===== config.mk =====
export PLATFORM = sky130hd
export DESIGN_NAME = camera_capture
export DESIGN_NICKNAME = d
export VERILOG_FILES = /design/src/rtl/cam_pkg.sv /design/src/rtl/cam_pix_fifo.sv /design/src/rtl/camera_capture.sv
export SDC_FILE = /design/constraint.sdc
export NUM_CORES = 1
export LEC_CHECK = 0
export CAP_MARGIN = 20
export CORE_MARGIN = 4
export CORE_UTILIZATION = 45
export DETAILED_ROUTE_END_ITERATION = 6
export SYNTH_ARGS = -nofsm -noshare
export SYNTH_HDL_FRONTEND = slang
export SYNTH_SLANG_ARGS = --single-unit

===== constraint.sdc =====
create_clock -name CLK -period 2.7 [get_ports CLK]
set_input_delay 0.54 -clock CLK [delete_from_list [all_inputs] [get_ports CLK]]
set_output_delay 0.54 -clock CLK [all_outputs]
set_load 0.02 [all_outputs]

===== src/rtl/cam_pkg.sv =====
// Shared definitions for the DVP capture path.
//   cam_state_e : capture FSM encoding (IDLE / ARM / CAPT)
//   PIX_W       : RGB565 pixel width
//   cam_entry_t : pixel FIFO entry layout {sof, eol, data}
package cam_pkg;

    typedef enum logic [1:0] {
        ST_IDLE = 2'd0,
        ST_ARM  = 2'd1,
        ST_CAPT = 2'd2
    } cam_state_e;

    localparam int PIX_W = 16;

    typedef struct packed {
        logic             sof;
        logic             eol;
        logic [PIX_W-1:0] data;
    } cam_entry_t;

    localparam int ENTRY_W = $bits(cam_entry_t);

endpackage


===== src/rtl/cam_pix_fifo.sv =====
// Synchronous single-clock pixel FIFO.
//   clk, rst_n : clock, asynchronous active-low reset (pointers/count only)
//   push, din  : write request and entry; ignored when full unless popping
//   pop        : read request; ignored when empty
//   dout       : head entry, held stable until popped
//   empty/full : occupancy flags
module cam_pix_fifo #(
    parameter int DEPTH = 16,
    parameter int W     = 18
) (
    input  logic         clk,
    input  logic         rst_n,
    input  logic         push,
    input  logic [W-1:0] din,
    input  logic         pop,
    output logic [W-1:0] dout,
    output logic         empty,
    output logic         full
);

    localparam int AW = $clog2(DEPTH);
    localparam logic [AW:0] DEPTH_C = (AW+1)'(DEPTH);

    logic [W-1:0]  mem [DEPTH];
    logic [AW-1:0] wr_ptr;
    logic [AW-1:0] rd_ptr;
    logic [AW:0]   count;
    logic          do_push;
    logic          do_pop;

    assign empty   = (count == '0);
    assign full    = (count == DEPTH_C);
    assign do_pop  = pop & ~empty;
    // A push into a full FIFO is still accepted when the head leaves in the same cycle.
    assign do_push = push & (~full | do_pop);
    assign dout    = mem[rd_ptr];

    always_ff @(posedge clk or negedge rst_n) begin
        if (!rst_n) begin
            wr_ptr <= '0;
            rd_ptr <= '0;
            count  <= '0;
        end else begin
            if (do_push) wr_ptr <= wr_ptr + 1'b1;
            if (do_pop)  rd_ptr <= rd_ptr + 1'b1;
            if (do_push && !do_pop)      count <= count + 1'b1;
            else if (!do_push && do_pop) count <= count - 1'b1;
        end
    end

    always_ff @(posedge clk) begin
        if (do_push) mem[wr_ptr] <= din;
    end

endmodule


===== src/rtl/camera_capture.sv =====
// DVP pixel capture: oversamples an OV-style camera bus on CLK, pairs bytes
// into RGB565 pixels tagged with SOF/EOL, buffers them and streams them out.
//   CLK, RESETn                    : system clock (>=4x CAM_PCLK), async active-low reset
//   CAM_PCLK/VSYNC/HREF/D          : raw camera inputs, treated as asynchronous data
//   EN, MODE_SINGLE, START         : capture enable, single-frame mode, single-frame arm pulse
//   CLR_STATUS                     : clears OVERFLOW and LINE_ERR
//   PIX_VALID/READY/DATA/SOF/EOL   : pixel stream
//   BUSY, FRAME_CNT                : FSM not idle, completed frame count
//   OVERFLOW, LINE_ERR             : sticky error flags
module camera_capture
    import cam_pkg::*;
#(
    parameter int IMG_W       = 640,
    parameter int IMG_H       = 480,
    parameter int FIFO_DEPTH  = 16,
    parameter int SYNC_STAGES = 2,
    parameter int VSYNC_POL   = 1
) (
    input  logic        CLK,
    input  logic        RESETn,
    input  logic        CAM_PCLK,
    input  logic        CAM_VSYNC,
    input  logic        CAM_HREF,
    input  logic [7:0]  CAM_D,
    input  logic        EN,
    input  logic        MODE_SINGLE,
    input  logic        START,
    input  logic        CLR_STATUS,
    output logic        PIX_VALID,
    input  logic        PIX_READY,
    output logic [15:0] PIX_DATA,
    output logic        PIX_SOF,
    output logic        PIX_EOL,
    output logic        BUSY,
    output logic [15:0] FRAME_CNT,
    output logic        OVERFLOW,
    output logic        LINE_ERR
);

    localparam int XW = $clog2(IMG_W + 2);
    localparam int YW = $clog2(IMG_H + 1);
    localparam logic [XW-1:0] X_MAX  = XW'(IMG_W);
    localparam logic [XW-1:0] X_LAST = XW'(IMG_W - 1);
    localparam logic [YW-1:0] Y_MAX  = YW'(IMG_H);
    localparam logic          VPOL   = 1'(VSYNC_POL);

    logic [SYNC_STAGES-1:0] pclk_sync, href_sync, vs_sync;
    logic [7:0]             d_sync [SYNC_STAGES];
    logic [SYNC_STAGES:0]   prime;
    logic                   pclk_d, href_d, vs_d;
    logic                   pclk_s, href_s, vs_s, primed;
    logic [7:0]             d_s;
    logic                   pclk_rise, href_fall, vs_leave, vs_enter;

    cam_state_e             state_q, state_d;
    logic                   clr_pos, frame_done, capt;

    logic                   phase;
    logic [XW-1:0]          x;
    logic [YW-1:0]          y;
    logic [7:0]             hi_byte;
    logic                   in_window, byte_ev, line_err_set, ovf_set;

    logic                   vld_p0;
    cam_entry_t             ent_p0;

    logic [ENTRY_W-1:0]     fifo_dout;
    logic                   fifo_empty, fifo_full, fifo_pop;
    cam_entry_t             head;

    // ---- input synchronizers ----
    always_ff @(posedge CLK or negedge RESETn) begin
        if (!RESETn) begin
            pclk_sync <= '0;
            href_sync <= '0;
            vs_sync   <= '0;
            prime     <= '0;
            pclk_d    <= 1'b0;
            href_d    <= 1'b0;
            vs_d      <= 1'b0;
        end else begin
            pclk_sync <= {pclk_sync[SYNC_STAGES-2:0], CAM_PCLK};
            href_sync <= {href_sync[SYNC_STAGES-2:0], CAM_HREF};
            vs_sync   <= {vs_sync[SYNC_STAGES-2:0], CAM_VSYNC};
            prime     <= {prime[SYNC_STAGES-1:0], 1'b1};
            pclk_d    <= pclk_s;
            href_d    <= href_s;
            vs_d      <= vs_s;
        end
    end

    always_ff @(posedge CLK) begin
        d_sync[0] <= CAM_D;
        for (int i = 1; i < SYNC_STAGES; i++) d_sync[i] <= d_sync[i-1];
    end

    assign pclk_s = pclk_sync[SYNC_STAGES-1];
    assign href_s = href_sync[SYNC_STAGES-1];
    assign vs_s   = vs_sync[SYNC_STAGES-1];
    assign d_s    = d_sync[SYNC_STAGES-1];

    // Edges are masked until the synchronizer and delay flops hold real samples,
    // so the reset value cannot masquerade as a VSYNC/HREF transition.
    assign primed    = prime[SYNC_STAGES];
    assign pclk_rise = primed & pclk_s & ~pclk_d;
    assign href_fall = primed & href_d & ~href_s;
    assign vs_leave  = primed & (vs_d == VPOL) & (vs_s != VPOL);
    assign vs_enter  = primed & (vs_d != VPOL) & (vs_s == VPOL);

    // ---- capture FSM ----
    always_ff @(posedge CLK or negedge RESETn) begin
        if (!RESETn) state_q <= ST_IDLE;
        else         state_q <= state_d;
    end

    always_comb begin
        state_d    = state_q;
        clr_pos    = 1'b0;
        frame_done = 1'b0;
        if (!EN) begin
            state_d = ST_IDLE;
        end else begin
            unique case (state_q)
                ST_IDLE: if (!MODE_SINGLE || START) state_d = ST_ARM;
                ST_ARM: if (vs_leave) begin
                    state_d = ST_CAPT;
                    clr_pos = 1'b1;
                end
                ST_CAPT: if (vs_enter) begin
                    frame_done = 1'b1;
                    state_d    = MODE_SINGLE ? ST_IDLE : ST_ARM;
                end
                default: state_d = ST_IDLE;
            endcase
        end
    end

    assign capt = (state_q == ST_CAPT) & EN;
    assign BUSY = (state_q != ST_IDLE);

    // ---- byte pairing ----
    assign in_window    = (x < X_MAX) & (y < Y_MAX);
    assign byte_ev      = capt & pclk_rise & href_s;
    assign line_err_set = (capt & href_fall & (phase | (x != X_MAX)))
                        | (byte_ev & phase & ~in_window);

    always_ff @(posedge CLK or negedge RESETn) begin
        if (!RESETn) begin
            phase  <= 1'b0;
            x      <= '0;
            y      <= '0;
            vld_p0 <= 1'b0;
        end else begin
            vld_p0 <= 1'b0;
            if (clr_pos) begin
                phase <= 1'b0;
                x     <= '0;
                y     <= '0;
            end else if (!capt) begin
                // Leaving capture discards any half-assembled pixel.
                phase <= 1'b0;
            end else if (href_fall) begin
                phase <= 1'b0;
                x     <= '0;
                if (y < Y_MAX) y <= y + 1'b1;
            end else if (byte_ev) begin
                phase <= ~phase;
                if (phase) begin
                    // x stops one past IMG_W so an over-long line still reads as wrong length.
                    if (x <= X_MAX) x <= x + 1'b1;
                    vld_p0 <= in_window;
                end
            end
        end
    end

    always_ff @(posedge CLK) begin
        if (byte_ev) begin
            if (!phase) begin
                hi_byte <= d_s;
            end else begin
                ent_p0.sof  <= (x == '0) && (y == '0);
                ent_p0.eol  <= (x == X_LAST);
                ent_p0.data <= {hi_byte, d_s};
            end
        end
    end

    // ---- pixel FIFO ----
    assign fifo_pop = PIX_VALID & PIX_READY;
    assign ovf_set  = vld_p0 & fifo_full & ~fifo_pop;

    cam_pix_fifo #(
        .DEPTH (FIFO_DEPTH),
        .W     (ENTRY_W)
    ) u_fifo (
        .clk   (CLK),
        .rst_n (RESETn),
        .push  (vld_p0),
        .din   (ent_p0),
        .pop   (fifo_pop),
        .dout  (fifo_dout),
        .empty (fifo_empty),
        .full  (fifo_full)
    );

    // Storage is not reset, so the stream fields are forced to zero while empty.
    assign head      = cam_entry_t'(fifo_dout);
    assign PIX_VALID = ~fifo_empty;
    assign PIX_DATA  = fifo_empty ? '0   : head.data;
    assign PIX_SOF   = fifo_empty ? 1'b0 : head.sof;
    assign PIX_EOL   = fifo_empty ? 1'b0 : head.eol;

    // ---- status ----
    always_ff @(posedge CLK or negedge RESETn) begin
        if (!RESETn) begin
            FRAME_CNT <= '0;
            OVERFLOW  <= 1'b0;
            LINE_ERR  <= 1'b0;
        end else begin
            if (frame_done) FRAME_CNT <= FRAME_CNT + 1'b1;
            if (ovf_set)         OVERFLOW <= 1'b1;
            else if (CLR_STATUS) OVERFLOW <= 1'b0;
            if (line_err_set)    LINE_ERR <= 1'b1;
            else if (CLR_STATUS) LINE_ERR <= 1'b0;
        end
    end

endmodule


==> results.md, run 1 <==
- Outcome: finished with violations
- Violated checks: setup timing
- Total DRC errors in the routed layout: 0
- Area growth from synthesis to layout: 22.8%
- Total inserted antenna cells: 0
- Slew at the pin closest to its max-slew limit: 0.641 ns
- Total non-filler cell area in the finished layout: 18,700 µm²
- Die ar.: 36,900 µm²
- Cell at the root of the clock tree: sky130_fd_sc_hd__clkbuf_16
- Leakage: around 0.0067 µW
- Num CTS Buffers: 40
- Mean routed wirelength per cell: 22.0 µm
- Combinational family with the most area after synthesis: multiplexers
- Register bit total from synthesis: around 400
- Commonest non-fill, non-tap cells in the layout: sky130_fd_sc_hd__edfxtp_1, sky130_fd_sc_hd__mux4_2, sky130_fd_sc_hd__dfrtp_1, sky130_fd_sc_hd__buf_4, sky130_fd_sc_hd__clkbuf_16
- Port bufs: 55
- Depth of the critical timing path with buffers and inverters included: 7
- M3 GR Usage: 0.0313
- Critical path, cell by cell: buf_12, buf_16, buf_12, mux4_2, mux2i_1, o22ai_1, buf_4
- Avg Inst Size Synth: between 15 and 20 µm²
- Post-route clock skew: about 0.016 ns
- Share of flip-flops with an asynchronous set or reset: 0.167
- Routed vias/inst: roughly 5.5
- Total power after layout: about 17,000 µW
- HPWL after detailed placement: slightly below 20,000 µm
- Die Span Y: slightly below 200 µm
- Compound-gate portion of the synthesized area: 0.0273
- Post-Synthesis Net Count: between 800 and 900
- Crit path launch type: register
- GRT Total Usage: 0.178
- DR vias: between 7k and 8k
- Routability congestion estimate from global placement: ~0.79
- Largest net degree at the start of global routing: 40
- Crit path max fanout: 7
- Worst hold-check path type: reg2reg
- M1 GR Usage: 0.252
- Post-Route Setup TNS: -1.77 ns
- Fraction of synthesized area in multiplexers: 0.132
- Cell area after placement: around 17,000 µm²
- Crit path capture type: output pin
- Kind of cell with the highest combined delay on the critical path: multiplexers
- Vias in the first global route: a little over 8k
- Warnings from Yosys: 0
- Worst Slack Setup Final: -0.154 ns
- Worst-path cell with the longest stage delay: sky130_fd_sc_hd__dfrtp_4
- Most common library cell in the layout ignoring fill and taps: sky130_fd_sc_hd__edfxtp_1
- Count of pins on the block boundary: 56
- Remaining global-route overflow: 0
- Fraction of layout cells with a size suffix above 1: 0.284
- Final critical path time including I/O delays and setup: between 2 and 3 ns
- Worst ir drop on vdd: 0.502 mV
- Part of the Yosys area used for sequential elements: 0.748
- Register clock-pin slew on the reported worst setup and hold paths: 0.06 ns
- Predominant post-synthesis flop cell: sky130_fd_sc_hd__edfxtp_1
- Total setup violations reported at the end of the flow: 18
- Buf/Inv on CP: 4
- Max-capacitance violation count: 0
- Clock latency at the later pin of the worst-skew pair: 0.53 ns
- Netlist area before placement: around 15,000 µm²
- Number of antenna violations at the first check in global routing: 1
- Chip width: roughly 190 µm
- Starting density of the core: 0.456
- Pwr per Cell Area: around 900 nW/µm²
- Number of antenna-violating nets in the routed design: 0
- Number of nets in the layout: 1,000
- Depth of the worst register-to-register path: 11
- Max_slew headroom: 0.572
- GR peak layer: met2
- CTS tree: built
- DRC violation total after the first TritonRoute iteration: just over 600
- Maximum buffer depth of the clock tree: 3
- Arrival time worst endpoint: approximately 2.3 ns
- Adder-Cell Fraction of Synth Area: 0.0128
- Peak per-stage delay on the critical path: between 0.4 and 0.5 ns
- Required time of the worst setup path: between 2 and 2.5 ns
- Global routing met2 resource utilization: 0.291
- Synthesized instance count: roughly 810
- Number of library cell types mapped by synthesis: 56
- Wire length of the first global-routing pass: a little under 50,000 µm
- Final hold violation count: 0
- Routed Wire Length: approximately 32,000 µm
- CP most frequent cell: sky130_fd_sc_hd__buf_12
- Post-Synth Simple-Gate Area: 0.0501
- Number of H-tree levels: 2
- Number of enable flip-flop cells after synthesis: 314
- Number of standard-cell rows in the floorplan: 67
- Max Clock Freq: roughly 350 MHz
- Xor/xnor cell area share of the yosys netlist: 0.0172
- Kind of critical path: reg2out
- Core outline area: between 30,000 and 40,000 µm²
- Unrepaired setup endpoints after global routing: true
- Ratio of final minimum period to clock period: 1.06
- Final Hold Slack: between 0.3 and 0.4 ns
- Instance count along the most critical hold path: 0
- Utilization of the core after routing: 0.560
- Max Slew Vio Count: 0
- Num Clock Sinks: 396
- First-pass detailed-route iteration total: 4
[logic make-up after synthesis]
group	Yosys count
flip-flops	396
AND/OR/NAND/NOR	143
multiplexers	111
AO/OA/AOI/OAI	64
buffers and inverters	48
XOR/XNOR	30
adder cells (fa/ha/maj)	15
other	1
[layer usage]
metal | routed length (µm) | share of wire
met5 | 0 | 0
met4 | 604 | 0.019
met3 | 1500 | 0.047
met2 | 15500 | 0.49
met1 | 14200 | 0.45
[worst paths after layout]
kind | slack [ns] | to | startpoint
min in group asynchronous | 0.53 | OVERFLOW | RESETn
hold / removal | 0.32 | d_sync[0][14] | d_sync[0][6]
setup / recovery | -0.15 | PIX_DATA[5] | u_fifo.rd_ptr[0]
max in group asynchronous | 1.59 | FRAME_CNT[15] | RESETn
setup reg to reg | 0.19 | u_fifo.count[4] | u_fifo.count[2]
hold reg to reg | 0.32 | d_sync[0][14] | d_sync[0][6]
[area by class of cell]
| class | instances | area, µm² |
|---|---|---|
| inverters | 18 | 67.6 |
| clock buffers | 51 | 1150 |
| well taps | 448 | 561 |
| repair buffers | 147 | 1610 |
| multi-input cells | 364 | 3820 |
| clock inverters | 21 | 113 |
| flip-flops and latches | 396 | 11400 |
| fillers | 2564 | 14700 |
[power breakdown]
| group | switching, µW | leakage [µW] | total (µW) | internal, µW |
|---|---|---|---|---|
| combinational | 2270 | 0.00217 | 4930 | 2660 |
| clock | 2200 | 0.000628 | 5210 | 3010 |
| sequential | 116 | 0.00386 | 6740 | 6620 |
[sequential cells by signal, summed over array words and instances, names as in the netlist, 2 cells and up]
register	flops
u_fifo.count	5
state_q	2
hi_byte	8
FRAME_CNT	16
u_fifo.mem	288
d_sync	16
prime	3
ent_p0	18
pclk_sync	2
u_fifo.wr_ptr	4
y	9
href_sync	2
u_fifo.rd_ptr	4
vs_sync	2
x	10
[per-stage QoR]
stage | cells | setup slack [ns]
detailed placement | 1358 | -0.0474
global placement | 1358 | -0.00501
finish | 1445 | -0.154
floorplan | 808 | 0.147
global route | 1445 | -0.267
CTS | 1440 | -0.228
[Yosys cell counts (2+ instances only)]
library cell / instances / area (µm²)
sky130_fd_sc_hd__edfxtp_1: 314 / 9430
sky130_fd_sc_hd__mux4_2: 72 / 1620
sky130_fd_sc_hd__dfrtp_1: 66 / 1650
sky130_fd_sc_hd__mux2i_1: 37 / 370
sky130_fd_sc_hd__nand2_1: 33 / 124
sky130_fd_sc_hd__nor2_1: 30 / 113
sky130_fd_sc_hd__xnor2_1: 19 / 166
sky130_fd_sc_hd__inv_1: 18 / 67.6
sky130_fd_sc_hd__o22ai_1: 18 / 113
sky130_fd_sc_hd__clkbuf_1: 16 / 60.1
sky130_fd_sc_hd__dfxtp_1: 16 / 320
sky130_fd_sc_hd__nand3_1: 16 / 80.1
sky130_fd_sc_hd__ha_1: 14 / 175
sky130_fd_sc_hd__a21oi_1: 11 / 55.1
sky130_fd_sc_hd__xor2_1: 11 / 96.3
sky130_fd_sc_hd__nor3_1: 10 / 50.1
sky130_fd_sc_hd__nand4_1: 9 / 56.3
sky130_fd_sc_hd__o21ai_0: 9 / 45.0
sky130_fd_sc_hd__and3_1: 8 / 50.1
sky130_fd_sc_hd__buf_2: 8 / 40.0
sky130_fd_sc_hd__buf_1: 6 / 22.5
sky130_fd_sc_hd__nor4_1: 6 / 37.5
sky130_fd_sc_hd__nand2b_1: 5 / 31.3
sky130_fd_sc_hd__nand3b_1: 5 / 37.5
sky130_fd_sc_hd__a31oi_1: 4 / 25.0
sky130_fd_sc_hd__and2_1: 4 / 25.0
sky130_fd_sc_hd__o211ai_1: 4 / 30.0
sky130_fd_sc_hd__or3_1: 4 / 25.0
sky130_fd_sc_hd__o21ai_1: 3 / 15.0
sky130_fd_sc_hd__a21o_1: 2 / 15.0
sky130_fd_sc_hd__and3b_1: 2 / 17.5
sky130_fd_sc_hd__and4_1: 2 / 17.5
sky130_fd_sc_hd__o41ai_1: 2 / 17.5
sky130_fd_sc_hd__or4_1: 2 / 15.0
[repair_timing]
action | 4_1_cts | 5_1_grt
hold buffers | 1 | 0
setup buffers | 6 | 6
hold endpoints to repair | 8 | 0
setup endpoints to repair | 20 | 21
gates cloned | 4 | 0
pin swaps | 4 | 10
gates resized for setup | 95 | 21
Note: power is estimated with default switching activity, not from simulation.
==> run 2: changes to the inputs <==
CTS_CLUSTER_SIZE = 16   (was unset)
SYNTH_HIERARCHICAL = 1   (was unset)
==> run 2 against run 1 <==
The flow still finishes with violations (setup timing). Synthesized area up 1.8%. Utilization up 2.6 points. Critical path type unchanged. Maximum frequency down 5.6%. Worst setup slack worse by 0.17 ns. Sequential share of layout area down 3.3 points. Final cell count up 8.0%. Sequential power down 3%.
==> results.md, run 2 <==
- Outcome: finished with violations
- Violated checks: setup timing
- Final hold violation count: 0
- Max-capacitance violation count: 0
- First-pass detailed-route iteration total: 7
- Clock latency at the later pin of the worst-skew pair: about 0.54 ns
- Pwr per Cell Area: approximately 630 nW/µm²
- Total setup violations reported at the end of the flow: 18
- Largest registers ranked by flip-flop count: u_fifo/mem (288), ent_p0 (18)
- Final critical path time including I/O delays and setup: around 3 ns
- Number of non-filler instances in the completed layout: 1,561
- Kind of critical path: reg2out
- Vias in the first global route: 8,758
- Largest net degree at the start of global routing: 50
- Total power after layout: between 10,000 and 15,000 µW
- Maximum buffer depth of the clock tree: 3
- Arrival time worst endpoint: 2.48 ns
- DR vias: roughly 8.6k
- Crit path launch type: register
- Die ar.: roughly 38,000 µm²
- Commonest cells post-synth: sky130_fd_sc_hd__edfxtp_1, sky130_fd_sc_hd__mux2i_1, sky130_fd_sc_hd__dfrtp_1
- Chip width: 194 µm
- Worst hold-check path type: reg2reg
- Port bufs: 55
- Total placed cells including tap cells: ~1.5k
- HPWL after detailed placement: between 20,000 and 25,000 µm
- Leakage: 0.00691 µW
- Setup slack on the worst flop-to-flop path: 0 ns
- Max_slew headroom: 0.556
- CTS tree: built
- Routability congestion estimate from global placement: ~0.81
- Die Span Y: between 150 and 200 µm
- Routed Wire Length: between 30,000 and 40,000 µm
- Slew at the pin closest to its max-slew limit: around 0.67 ns
- Footprint of the flip-flops and latches: ~11,000 µm²
- Core outline area: between 30,000 and 40,000 µm²
- Avg Inst Size Synth: roughly 17 µm²
- Total non-filler cell area in the finished layout: roughly 20,000 µm²
- Predominant post-synthesis flop cell: sky130_fd_sc_hd__edfxtp_1
- Top cells by area, synth: sky130_fd_sc_hd__edfxtp_1, sky130_fd_sc_hd__dfrtp_1, sky130_fd_sc_hd__mux4_2
- Netlist area before placement: between 15,000 and 20,000 µm²
- Number of enable flip-flop cells after synthesis: about 310
- Post-Synthesis Net Count: roughly 950
- Register clock-pin slew on the reported worst setup and hold paths: about 0.060 ns
- Number of antenna-violating nets in the routed design: 0
- Number of H-tree levels: 2
- Share of flip-flops with an asynchronous set or reset: 0.167
- Most flops, register: u_fifo/mem
- Fraction of layout cells with a size suffix above 1: 0.314
- Number of fill cells: roughly 2.5k
- Utilization of the core after routing: 0.586
- Unrepaired setup endpoints after global routing: true
- Worst Slack Setup Final: -0.323 ns
- Instance count along the most critical hold path: 0
- Number of library cell types mapped by synthesis: 64
- Top-area cell type share of the netlist area: 0.608
- Max Clock Freq: 331 MHz
- Warnings from Yosys: 6
- Required time of the worst setup path: ~2.2 ns
- Number of antenna violations at the first check in global routing: 0
- Cell at the root of the clock tree: sky130_fd_sc_hd__clkbuf_16
- Crit path capture type: output pin
- Most frequently used cell type in the post-synthesis netlist: sky130_fd_sc_hd__edfxtp_1
- Multi-input combinational cell area: around 4500 µm²
- Mean routed wirelength per cell: around 23 µm
- Routed vias/inst: approximately 5.5
- Register bit total from synthesis: 396
- Worst ir drop on vdd: approximately 0.65 mV
- Max reg flops: 288
- Part of the Yosys area used for sequential elements: 0.735
- Most common library cell in the layout ignoring fill and taps: sky130_fd_sc_hd__edfxtp_1
- Num CTS Buffers: 41
- Remaining global-route overflow: 0
- Cell area after placement: approximately 17,000 µm²
- Depth of the worst register-to-register path: 12
- Pre-CTS setup slack: -0.200 ns
- Number of nets in the layout: around 1.1k
- Crit path max fanout: 8
- Total inserted antenna cells: 0
- Area growth from synthesis to layout: 27.6%
- Wire length of the first global-routing pass: 53,800 µm
- Ratio of final minimum period to clock period: 1.12
- GRT Total Usage: 0.187
- Synthesized instance count: ~900
- Num Clock Sinks: just under 400
- Commonest non-fill, non-tap cells in the layout: sky130_fd_sc_hd__edfxtp_1, sky130_fd_sc_hd__buf_4, sky130_fd_sc_hd__dfrtp_1
- Top cell type by total area after synthesis: sky130_fd_sc_hd__edfxtp_1
- Starting density of the core: 0.459
- DRC violation total after the first TritonRoute iteration: 683
- Total DRC errors in the routed layout: 0
- Number of standard-cell rows in the floorplan: between 60 and 70
- Count of pins on the block boundary: 56
- Post-route clock skew: 0.0198 ns
- Max Slew Vio Count: 0
[run 2: changes by cell type in the layout (fill, tap and decap cells not counted), sizes merged, moves of 5 or more]
cell,before,now
clkinv,18,9
buf,110,129
o21ai,12,28
o22ai,18,1
mux4,72,36
nor2,30,37
nand2,34,51
clkbuf,51,57
bufinv,0,5
nor2b,1,23
a22oi,0,19
mux2i,37,74
a221oi,0,36
[run 2: critical path, stage by stage (launching register included)]
cell and delay (ns):
sky130_fd_sc_hd__dfrtp_4 0.50, sky130_fd_sc_hd__buf_12 0.16, sky130_fd_sc_hd__buf_4 0.14, sky130_fd_sc_hd__buf_12 0.14, sky130_fd_sc_hd__mux4_2 0.45, sky130_fd_sc_hd__a22oi_2 0.19, sky130_fd_sc_hd__nand2_1 0.10, sky130_fd_sc_hd__nor2b_4 0.14
sky130_fd_sc_hd__buf_6 0.12
[run 2: final cells by class]
type	count	share of cell area
Multi-Input combinational cell	458	0.226
Tap cell	448	0.0283
Timing Repair Buffer	166	0.0959
Clock buffer	57	0.0574
Sequential cell	396	0.576
Inverter	18	0.00367
Clock inverter	18	0.0126
[run 2: cells by family (layout without fill, tap and decap cells)]
group	after synthesis	count (layout)	share of synthesized area
AOI/OAI and AO/OA	113	113	0.0522
and+or+nand+nor	184	184	0.0635
xor gates and xnor gates	33	33	0.0186
DFF	396	396	0.735
other	1	1	0.000242
adders and majority gates	15	15	0.0126
muxes	112	112	0.101
buffers and inverters	59	259	0.0168
[run 2: metal layers]
metal / vias to the layer above / GRT usage / part of all wire
met1: 4393 / 0.269 / 0.44
li1: 3924 / - / -
met2: 246 / 0.301 / 0.49
met4: 0 / 0.0451 / 0.018
met3: 47 / 0.0321 / 0.053
met5: - / 0 / 0
[run 2: what timing repair did]
| item | 4_1_cts | 5_1_grt |
|---|---|---|
| hold buffers | 1 | 0 |
| setup buffers | 16 | 8 |
| setup endpoints to repair | 20 | 21 |
| pin swaps | 45 | 49 |
| cloned | 7 | 0 |
| endpoints found under the hold margin | 17 | 0 |
| gates resized for setup | 160 | 95 |
[run 2: through the flow]
step | hold slack (ns) | setup TNS (ns)
final | 0.326 | -4.74
after global routing | 0.335 | -6.38
after CTS | 0.326 | -5.41
after detailed placement | 0.312 | -2.89
after global placement | 0.312 | -2.69
after floorplan | 0.244 | -0.230
[run 2: power breakdown]
part | internal, µW | switching [µW]
registers | 6540 | 22.8
logic | 61.4 | 60.3
clock network | 3450 | 2270
[run 2: path summary, 6_finish.rpt]
check | startpoint | end
max | u_fifo/rd_ptr[0] | PIX_DATA[14]
min | d_sync[0][3] | d_sync[0][11]
max reg2reg | u_fifo/count[0] | u_fifo/count[4]
min reg2reg | d_sync[0][3] | d_sync[0][11]
max in group asynchronous | RESETn | u_fifo/rd_ptr[0]
min in group asynchronous | RESETn | FRAME_CNT[5]
==> run 3: changes to the inputs <==
CTS_BUF_LIST = sky130_fd_sc_hd__clkbuf_8   (was unset)
clock period = 3.7 ns   (was 2.7 ns; I/O delays follow)
==> run 3 against run 2 <==
The run now ends clean. Clock power decreased by 38%. Hold slack about the same. Routed wire length decreased by 5.0%. Clock skew decreased by 0.0078 ns. Utilization decreased by 4.6 points. Die area unchanged. Largest cell class unchanged. Via count decreased by 2.3%. Critical path type unchanged. Flip-flop and latch count unchanged. Final area decreased by 7.8%. First-iteration DRC count decreased by 17%.
==> results.md, run 3 (same netlist as run 2, synthesis figures left out) <==
- Utilization of the core after routing: 0.540
- Worst ir drop on vdd: around 0.22 mV
- Register clock-pin slew on the reported worst setup and hold paths: around 0.06 ns
- Largest registers ranked by flip-flop count: u_fifo/mem (288), ent_p0 (18)
- Die Span Y: slightly below 200 µm
- Number of standard-cell rows in the floorplan: 67
- Area growth from synthesis to layout: 17.6%
- Pwr per Cell Area: around 460 nW/µm²
- Commonest non-fill, non-tap cells in the layout: sky130_fd_sc_hd__edfxtp_1, sky130_fd_sc_hd__mux2i_1, sky130_fd_sc_hd__clkbuf_8
- Net switching power figure: around 1700 µW
- Max_slew headroom: 0.431
- Max Slew Vio Count: 0
- Number of fill cells: between 2k and 3k
- Max-capacitance violation count: 0
- Cts hold-fix bufs: 0
- Crit path max fanout: 18
- Crit path capture type: output pin
- Total DRC errors in the routed layout: 0
- Clock latency at the later pin of the worst-skew pair: approximately 0.56 ns
- Cell area after placement: approximately 17,000 µm²
- Logic pwr share: 0.010
- Core outline area: ~34,000 µm²
- Required time of the worst setup path: roughly 3 ns
- Port bufs: 55
- Final critical path time including I/O delays and setup: roughly 3.5 ns
- Slew at the pin closest to its max-slew limit: around 0.85 ns
- Starting density of the core: 0.459
- Die ar.: ~38,000 µm²
- GRT Total Usage: 0.177
- Unrepaired setup endpoints after global routing: true
- Worst Slack Setup Final: ~0.15 ns
- Remaining global-route overflow: 0
- Worst hold-check path type: reg2reg
- Pre-CTS setup slack: 0.326 ns
- HPWL after detailed placement: slightly below 20,000 µm
- Number of antenna-violating nets in the routed design: 0
- First-pass detailed-route iteration total: 5
- Maximum buffer depth of the clock tree: 3
- Count of pins on the block boundary: 56
- Internal Pwr Total: roughly 6700 µW
- Number of H-tree levels: 3
- Multi-input combinational cell area: between 3000 and 4000 µm²
- Routed Wire Length: 33,400 µm
- Wire length of the first global-routing pass: just over 50,000 µm
- Number of antenna violations at the first check in global routing: 0
- Total non-filler cell area in the finished layout: roughly 18,000 µm²
- Post-Route Setup TNS: 0 ns
- Footprint of the flip-flops and latches: 11,400 µm²
- Ratio of final minimum period to clock period: 0.958
- Final hold violation count: 0
- Total inserted antenna cells: 0
- Leakage: ~0.0064 µW
- Post-route clock skew: approximately 0.012 ns
- Largest net degree at the start of global routing: 67
- Chip width: a little under 200 µm
- Max Clock Freq: about 280 MHz
- Routed vias/inst: roughly 5.5
- DR vias: 8,414
- Mean routed wirelength per cell: approximately 22 µm
- Num CTS Buffers: 68
- Fraction of layout cells with a size suffix above 1: 0.201
- Number of nets in the layout: roughly 1.1k
- Sw Share: 0.206
- Vias in the first global route: approximately 9k
- Max reg flops: 288
- Routability congestion estimate from global placement: slightly below 0.8
- Kind of critical path: reg2out
- Most flops, register: u_fifo/mem
- Arrival time worst endpoint: approximately 2.8 ns
- Total setup violations reported at the end of the flow: 0
- Seq pwr share: 0.570
- Crit path launch type: register
- Most common library cell in the layout ignoring fill and taps: sky130_fd_sc_hd__edfxtp_1
- DRC violation total after the first TritonRoute iteration: between 500 and 600
- Outcome: finished, final reports clean
- Num Clock Sinks: around 400
- CTS tree: built
- Cell at the root of the clock tree: sky130_fd_sc_hd__clkbuf_8
- Fraction of power consumed by the clock network: 0.420
[run 3: cell types whose count changed in the layout (fill, tap and decap cells not counted), moves of 19 or more]
cell | before | now
sky130_fd_sc_hd__clkbuf_8 | 3 | 72
sky130_fd_sc_hd__clkbuf_16 | 42 | 0
sky130_fd_sc_hd__buf_4 | 70 | 42
sky130_fd_sc_hd__buf_12 | 30 | 4
sky130_fd_sc_hd__inv_1 | 13 | 38
sky130_fd_sc_hd__a221oi_1 | 1 | 25
sky130_fd_sc_hd__a221oi_2 | 34 | 11
sky130_fd_sc_hd__buf_6 | 20 | 1
[run 3: worst paths after layout]
path                                       start               end  slack (ns)  cells after the start
min in group asynchronous                 RESETn              y[5]        0.38                      2
worst max-delay path            u_fifo/rd_ptr[1]       PIX_DATA[5]        0.15                      7
worst min register to register      d_sync[0][0]      d_sync[0][8]        0.33                      0
worst max register to register   u_fifo/count[0]   u_fifo/count[4]        0.58                     12
worst min-delay path                d_sync[0][0]      d_sync[0][8]        0.33                      0
max in group asynchronous                 RESETn  u_fifo/rd_ptr[0]        2.69                      2
[run 3: metrics by stage]
stage	power, µW	std cells	hold WS (ns)
floorplan	4910	913	0.310
global placement	4970	1420	0.311
detailed placement	4970	1420	0.312
CTS	8540	1541	0.327
global route	8770	1542	0.336
finish	8410	1542	0.326
[run 3: area by class of cell]
| class | instances | area share |
|---|---|---|
| clock buffer | 72 | 0.0543 |
| clock inverter | 45 | 0.0124 |
| inverter | 18 | 0.00370 |
| multi-input combinational | 458 | 0.218 |
| sequential | 396 | 0.625 |
| tap | 448 | 0.0307 |
| timing repair buffer | 105 | 0.0561 |
[run 3: metal layers]
layer | part of all wire | track usage
met3 | 0.051 | 0.0325
met4 | 0.018 | 0.0559
met1 | 0.45 | 0.245
met5 | 0 | 0
met2 | 0.48 | 0.287
[run 3: timing repair]
item                                    CTS  global route
gates cloned                              1             0
buffers inserted                          3             1
endpoints found under the setup margin   17             6
endpoints found under the hold margin     0             0
gates resized for setup                  17            12
[run 3: critical path: stages (launching register included)]
cell                              delay [ns]
sky130_fd_sc_hd__dfrtp_2                0.47
sky130_fd_sc_hd__and2_1                 0.17
sky130_fd_sc_hd__buf_4                  0.23
sky130_fd_sc_hd__a221oi_2               0.37
sky130_fd_sc_hd__a22oi_1                0.14
sky130_fd_sc_hd__nand2_1                0.09
sky130_fd_sc_hd__nor2b_1                0.13
sky130_fd_sc_hd__clkdlybuf4s50_1        0.62
[run 3: power groups by stage]
stage                     Combinational, µW  Sequential, µW  Clock, µW
after floorplan                        36.0            4880          0
after global placement                 86.0            4880          0
after detailed placement               86.7            4880          0
after CTS                              87.3            4790       3660
after global routing                   95.4            4790       3890
final                                  84.8            4790       3540
